<file path="src/rtl/mem_arbiter_if.sv">
`default_nettype none
// +----------------------------------------------------------------------+
// | Module      : mem_arbiter_if                                         |
// | Description : Client (fetch/data) and shared-memory signal bundle    |
// |               for mem_arbiter.                                       |
// | Revision    : 1.0  initial release                                   |
// +----------------------------------------------------------------------+
interface mem_arbiter_if #(
   parameter int WORD_SIZE = 16
) ();
   // instruction-fetch client
   logic                 i_req;
   logic [WORD_SIZE-1:0] i_addr;
   logic [WORD_SIZE-1:0] i_data;
   logic                 i_ready;
   // data client
   logic                 d_read;
   logic                 d_write;
   logic [WORD_SIZE-1:0] d_addr;
   logic [WORD_SIZE-1:0] d_wdata;
   logic [WORD_SIZE-1:0] d_rdata;
   logic                 d_ready;
   // shared memory
   logic                 mem_read;
   logic                 mem_write;
   logic [WORD_SIZE-1:0] mem_addr;
   logic [WORD_SIZE-1:0] mem_wdata;
   logic [WORD_SIZE-1:0] mem_rdata;
   // status
   logic                 busy;

   // Environment side: drives the requests and the memory read data.
   modport master (
      output i_req, i_addr, d_read, d_write, d_addr, d_wdata, mem_rdata,
      input  i_data, i_ready, d_rdata, d_ready,
             mem_read, mem_write, mem_addr, mem_wdata, busy
   );

   // Arbiter side.
   modport slave (
      input  i_req, i_addr, d_read, d_write, d_addr, d_wdata, mem_rdata,
      output i_data, i_ready, d_rdata, d_ready,
             mem_read, mem_write, mem_addr, mem_wdata, busy
   );
endinterface
`default_nettype wire

</file>
<file path="src/rtl/mem_arbiter.sv">
`default_nettype none
// +----------------------------------------------------------------------+
// | Module      : mem_arbiter                                            |
// | Description : Two-port (fetch / data) arbiter onto a single memory   |
// |               with a fixed access latency and alternating priority.  |
// | Revision    : 1.0  initial release                                   |
// +----------------------------------------------------------------------+
module mem_arbiter #(
   parameter int WORD_SIZE = 16,
   parameter int LATENCY   = 2     // access cycles per transfer, 1..8
) (
   input  wire logic     clk,
   input  wire logic     reset_n,  // active-high, asynchronous
   mem_arbiter_if.slave  bus
);

   localparam logic [1:0] S_IDLE  = 2'd0;
   localparam logic [1:0] S_I_ACC = 2'd1;
   localparam logic [1:0] S_D_ACC = 2'd2;

   localparam logic [3:0] CNT_LOAD = 4'(LATENCY - 1);

   logic [1:0]           state_q,   state_d;
   logic [3:0]           cnt_q,     cnt_d;
   logic                 last_d_q,  last_d_d;   // 1: last grant went to D
   logic [WORD_SIZE-1:0] addr_q,    addr_d;
   logic [WORD_SIZE-1:0] wdata_q,   wdata_d;
   logic                 write_q,   write_d;
   logic                 i_ready_q, i_ready_d;
   logic                 d_ready_q, d_ready_d;
   logic [WORD_SIZE-1:0] i_data_q,  i_data_d;
   logic [WORD_SIZE-1:0] d_rdata_q, d_rdata_d;

   logic                 pend_i, pend_d, grant_d, grant_i;

   // A port whose ready is high this cycle is masked so its held request
   // is not granted a second time.
   assign pend_i  = bus.i_req & ~i_ready_q;
   assign pend_d  = (bus.d_read | bus.d_write) & ~d_ready_q;
   // D has priority unless it had the previous grant and I is waiting.
   assign grant_d = pend_d & ~(last_d_q & pend_i);
   assign grant_i = pend_i & ~grant_d;

   // State register: all arbiter state, cleared asynchronously.
   always_ff @(posedge clk or posedge reset_n) begin
      if (reset_n) begin
         state_q   <= S_IDLE;
         cnt_q     <= '0;
         last_d_q  <= 1'b0;
         addr_q    <= '0;
         wdata_q   <= '0;
         write_q   <= 1'b0;
         i_ready_q <= 1'b0;
         d_ready_q <= 1'b0;
         i_data_q  <= '0;
         d_rdata_q <= '0;
      end else begin
         state_q   <= state_d;
         cnt_q     <= cnt_d;
         last_d_q  <= last_d_d;
         addr_q    <= addr_d;
         wdata_q   <= wdata_d;
         write_q   <= write_d;
         i_ready_q <= i_ready_d;
         d_ready_q <= d_ready_d;
         i_data_q  <= i_data_d;
         d_rdata_q <= d_rdata_d;
      end
   end

   // Next state: grant in IDLE, count down the access, complete at zero.
   always_comb begin
      state_d   = state_q;
      cnt_d     = cnt_q;
      last_d_d  = last_d_q;
      addr_d    = addr_q;
      wdata_d   = wdata_q;
      write_d   = write_q;
      i_ready_d = 1'b0;
      d_ready_d = 1'b0;
      i_data_d  = i_data_q;
      d_rdata_d = d_rdata_q;
      case (state_q)
         S_IDLE: begin
            if (grant_d) begin
               state_d  = S_D_ACC;
               cnt_d    = CNT_LOAD;
               addr_d   = bus.d_addr;
               wdata_d  = bus.d_wdata;
               write_d  = bus.d_write;   // write wins when both are set
               last_d_d = 1'b1;
            end else if (grant_i) begin
               state_d  = S_I_ACC;
               cnt_d    = CNT_LOAD;
               addr_d   = bus.i_addr;
               wdata_d  = '0;
               write_d  = 1'b0;
               last_d_d = 1'b0;
            end
         end
         S_I_ACC: begin
            if (cnt_q == 4'd0) begin
               state_d   = S_IDLE;
               i_ready_d = 1'b1;
               i_data_d  = bus.mem_rdata;
            end else begin
               cnt_d = cnt_q - 4'd1;
            end
         end
         S_D_ACC: begin
            if (cnt_q == 4'd0) begin
               state_d   = S_IDLE;
               d_ready_d = 1'b1;
               if (!write_q) begin
                  d_rdata_d = bus.mem_rdata;
               end
            end else begin
               cnt_d = cnt_q - 4'd1;
            end
         end
         default: begin
            state_d = S_IDLE;
            cnt_d   = '0;
         end
      endcase
   end

   // Outputs: memory strobes come only from latched state, zero in IDLE.
   always_comb begin
      bus.busy      = (state_q != S_IDLE);
      bus.mem_read  = (state_q == S_I_ACC) | ((state_q == S_D_ACC) & ~write_q);
      bus.mem_write = (state_q == S_D_ACC) & write_q;
      bus.mem_addr  = (state_q != S_IDLE) ? addr_q  : '0;
      bus.mem_wdata = (state_q != S_IDLE) ? wdata_q : '0;
      bus.i_ready   = i_ready_q;
      bus.d_ready   = d_ready_q;
      bus.i_data    = i_data_q;
      bus.d_rdata   = d_rdata_q;
   end

endmodule
`default_nettype wire

</file>
<file path="src/flat_wrapper.sv">
// flat-port wrapper written by rule: the top's interface ports become plain ports
module mem_arbiter_flat 
#(
   parameter int WORD_SIZE = 16,
   parameter int LATENCY   = 2                                        
)
  (clk, reset_n, bus_i_req, bus_i_addr, bus_d_read, bus_d_write, bus_d_addr, bus_d_wdata, bus_mem_rdata, bus_i_data, bus_i_ready, bus_d_rdata, bus_d_ready, bus_mem_read, bus_mem_write, bus_mem_addr, bus_mem_wdata, bus_busy);
  mem_arbiter_if #(.WORD_SIZE(WORD_SIZE)) bus_i ();
  input  wire logic clk;
  input  wire logic reset_n;
  input wire logic [$bits(bus_i.i_req)-1:0] bus_i_req;
  input wire logic [$bits(bus_i.i_addr)-1:0] bus_i_addr;
  input wire logic [$bits(bus_i.d_read)-1:0] bus_d_read;
  input wire logic [$bits(bus_i.d_write)-1:0] bus_d_write;
  input wire logic [$bits(bus_i.d_addr)-1:0] bus_d_addr;
  input wire logic [$bits(bus_i.d_wdata)-1:0] bus_d_wdata;
  input wire logic [$bits(bus_i.mem_rdata)-1:0] bus_mem_rdata;
  output wire logic [$bits(bus_i.i_data)-1:0] bus_i_data;
  output wire logic [$bits(bus_i.i_ready)-1:0] bus_i_ready;
  output wire logic [$bits(bus_i.d_rdata)-1:0] bus_d_rdata;
  output wire logic [$bits(bus_i.d_ready)-1:0] bus_d_ready;
  output wire logic [$bits(bus_i.mem_read)-1:0] bus_mem_read;
  output wire logic [$bits(bus_i.mem_write)-1:0] bus_mem_write;
  output wire logic [$bits(bus_i.mem_addr)-1:0] bus_mem_addr;
  output wire logic [$bits(bus_i.mem_wdata)-1:0] bus_mem_wdata;
  output wire logic [$bits(bus_i.busy)-1:0] bus_busy;
  assign bus_i.i_req = bus_i_req;
  assign bus_i.i_addr = bus_i_addr;
  assign bus_i.d_read = bus_d_read;
  assign bus_i.d_write = bus_d_write;
  assign bus_i.d_addr = bus_d_addr;
  assign bus_i.d_wdata = bus_d_wdata;
  assign bus_i.mem_rdata = bus_mem_rdata;
  assign bus_i_data = bus_i.i_data;
  assign bus_i_ready = bus_i.i_ready;
  assign bus_d_rdata = bus_i.d_rdata;
  assign bus_d_ready = bus_i.d_ready;
  assign bus_mem_read = bus_i.mem_read;
  assign bus_mem_write = bus_i.mem_write;
  assign bus_mem_addr = bus_i.mem_addr;
  assign bus_mem_wdata = bus_i.mem_wdata;
  assign bus_busy = bus_i.busy;
  mem_arbiter #(.WORD_SIZE(WORD_SIZE), .LATENCY(LATENCY)) u_core (.clk(clk), .reset_n(reset_n), .bus(bus_i));
endmodule
</file>
<file path="config.mk">
export PLATFORM = sky130hd
export DESIGN_NAME = mem_arbiter_flat
export DESIGN_NICKNAME = d
export VERILOG_FILES = /design/src/rtl/mem_arbiter_if.sv /design/src/rtl/mem_arbiter.sv /design/src/flat_wrapper.sv
export SDC_FILE = /design/constraint.sdc
export NUM_CORES = 1
export LEC_CHECK = 0
export CAP_MARGIN = 20
export CORE_MARGIN = 2
export CORE_UTILIZATION = 46
export CTS_CLUSTER_DIAMETER = 30
export DETAILED_ROUTE_END_ITERATION = 16
export HOLD_SLACK_MARGIN = 0.1
export PLACE_DENSITY = 0.85
export REMOVE_ABC_BUFFERS = 1
export SYNTH_ARGS = -nofsm -noshare
export SYNTH_HDL_FRONTEND = slang
export SYNTH_SLANG_ARGS = --single-unit
</file>
<file path="constraint.sdc">
create_clock -name clk -period 4.1 [get_ports clk]
set_input_delay 0.82 -clock clk [delete_from_list [all_inputs] [get_ports clk]]
set_output_delay 0.82 -clock clk [all_outputs]
set_load 0.02 [all_outputs]
</file>
==> qor.yml <==
status: "completed"
wl_um: 8440
reg2reg_from: "u_core.state_q[0]$_DFFE_PP0P_"
setup_ws_ns: 0.860
cts_num_sinks: 74
io_buffers: 137
synth-seq-cells: 74
drc: 0
netlist_area_um2: 3330
crit_family: "buffers and inverters"
cts_setup_buffers: 0
p_int_mw: 2.47
grt_util_all_layers: 0.220
ys_seq_area_frac: 0.557
whs_endpoint: "u_core.addr_q[7]$_DFFE_PP0P_"
power_switching_mw: 1.52
crit_required_ns: 3.28
clock_latency_ns: 0.34
synth.distinct_cells: 30
avgSynthCellArea_um2: 12.3
coreArea_um2: 6910
worst_slew_pin_slew_ns: 0.929
drtPass1Iterations: 4
cts-resized-gates: 0
worstPathMaxFanout: 18
hold_depth: 2
slew_headroom: 0.381
num_rows: 30
pwr-share-clk: 0.160
setup_viol: 0
first_global_vias: 2724
slew_violations: 0
clk_pin_slew_ns: 0.08
max-vdd-ir-drop_mv: 0.435
r2r_end: "u_core.state_q[1]$_DFFE_PP0P_"
syn_inst: 271
hold_buffers: 0
r2r_cells: 6
cp-start-kind: "register"
critPathBufInv: 3
crit_type: "reg -> out"
combPwrFrac: 0.526
pre_cts_ws_ns: 1.05
tns_ns: 0
drive_gt1_frac: 0.119
swShare: 0.382
fmaxAchievable_mhz: 309
ios: 138
slowest_stage: "ha_1"
initial_core_util: 0.482
grt_pass1_wl_um: 13200
cts_tree: "yes"
grt_max_degree: 75
cts_buffers: 9
die-area_um2: 7930
layout_common_cells: "137 x clkdlybuf4s50_1, 74 x dfrtp_1, 34 x nor2b_1"
routedWlPerCell_um: 16.6
p_leak_nw: 2.16
min_path_type: "reg -> reg"
vias_per_cell: 5.06
final_common_cell: "clkdlybuf4s50_1"
place_congestion: 0.820
ant_nets: 0
dp_hpwl_um: 6170
ys_warn_count: 0
fin_skew_ns: 0.0109
via_count: 2573
max_cap_violations: 0
antenna_found_initial: 0
max_stage_delay_ns: 0.59
rsz0062_at_grt: "no"
drt_iter0_markers: 98
pwr_density_cell_nw_per_um2: 800
root_buffer: "clkbuf_8"
hold_path.startpoint: "u_core.addr_q[7]$_DFFE_PP0P_"
finalPower_mw: 3.99
p_seq_frac: 0.314
fin_crit_ns: 3.24
h-tree-depth: 3
grt-ovfl-total: 0
clock_path_buffers: 2
ff2ff_setup_slack_ns: 1.67
dieHeight_um: 89.0
worst_hold_slack_ns: 0.482
critical_path.endpoint_type: "output port"
nets: 482
min_period_over_period: 0.790
crit_chain: "inv_1 > ha_1 > buf_4 > nor2b_1 > clkdlybuf4s50_1"
die_w_um: 89.0
diodes: 0
hold_violations: 0
cp.arrival_ns: 2.42
syn_to_final_growth_pct: 50.0
==> metrics by stage <==
step                std cells  cell area [um^2]  utilization
floorplan                 255              3220            -
global placement          492              4760        0.689
detailed placement        492              4760        0.689
CTS                       508              4990        0.722
global route              508              4990        0.722
finish                    508              4990        0.722
==> routing by layer <==
metal | track usage | share of wire
met2 | 0.360 | 0.46
met5 | 0 | 0
met1 | 0.255 | 0.39
met4 | 0.0868 | 0.021
met3 | 0.0997 | 0.13
==> worst reg2reg max path: cells and delay by family, from the launching register on <==
family | cells | cell delay [ns]
adder cells (fa/ha/maj) | 1 | 0.59
AND/OR/NAND/NOR | 2 | 0.69
multiplexers | 1 | 0.29
buffers and inverters | 2 | 0.36
flip-flops | 1 | 0.40
==> synthesized netlist by cell type <==
cell	count	area share
a21boi_1	1	0.0023
a21o_1	2	0.0045
a22o_1	17	0.045
and2_1	4	0.0075
buf_2	2	0.0030
buf_6	5	0.017
clkbuf_1	8	0.0090
clkbuf_2	1	0.0015
dfrtp_1	74	0.56
ha_1	6	0.023
inv_1	7	0.0079
mux2_1	10	0.034
mux2_2	23	0.078
mux2i_1	16	0.048
nand2_1	20	0.023
nand2b_1	3	0.0056
nand3_1	3	0.0045
nand3_2	1	0.0030
nand4_1	1	0.0019
nor2_1	3	0.0034
nor2b_1	34	0.064
nor3_1	1	0.0015
nor3_2	1	0.0030
nor3b_4	1	0.0056
o21ai_0	18	0.027
o21ai_1	1	0.0015
o21ba_1	1	0.0030
o31a_1	1	0.0026
o32ai_1	1	0.0026
or4_1	5	0.011
==> cells by family after synthesis <==
logic type / count (synthesis) / share of synthesized area
multiplexers: 49 / 0.160
adder cells (fa/ha/maj): 6 / 0.0226
flip-flops: 74 / 0.557
buffers and inverters: 23 / 0.0384
AND/OR/NAND/NOR: 77 / 0.134
AO/OA/AOI/OAI: 42 / 0.0884
==> how the worst max path moves through the flow <==
stage,startpoint,end,slack [ns],cells after the start
3_3_place_gp,bus_d_write,u_core.state_q[1]$_DFFE_PP0P_,1.14,6
4_1_cts,u_core.state_q[0]$_DFFE_PP0P_,bus_mem_wdata[8],0.82,5
6_report,u_core.state_q[0]$_DFFE_PP0P_,bus_mem_addr[6],0.86,5
2_1_floorplan,bus_d_write,u_core.state_q[1]$_DFFE_PP0P_,1.03,4
3_5_place_dp,bus_d_write,u_core.state_q[1]$_DFFE_PP0P_,1.05,6
5_1_grt,u_core.state_q[0]$_DFFE_PP0P_,bus_mem_wdata[15],0.68,5
==> registers in the layout (all words and copies together) (netlist names) <==
signal              cells
u_core.last_d_q         1
u_core.addr_q          16
u_core.state_q          2
u_core.bus.d_rdata     16
u_core.write_q          1
u_core.bus.i_ready      1
u_core.cnt_q            4
u_core.wdata_q         16
u_core.bus.d_ready      1
u_core.bus.i_data      16
==> power groups by stage <==
stage | Combinational [mW] | Clock (mW) | Sequential (mW)
2_1_floorplan | 0.998 | 0 | 1.43
3_3_place_gp | 2.06 | 0 | 1.24
3_5_place_dp | 2.12 | 0 | 1.27
4_1_cts | 2.12 | 0.648 | 1.26
5_1_grt | 2.27 | 0.683 | 1.30
6_report | 2.10 | 0.638 | 1.25
==> cell type report <==
class                   count  area, um^2
multi-input cells         174        1360
flip-flops and latches     74        1850
clock buffers              10         138
well taps                  96         120
clock inverters             6        90.1
repair buffers            141        1400
fillers                   511        1920
inverters                   7        26.3
Power figures use the tool's default switching activity.
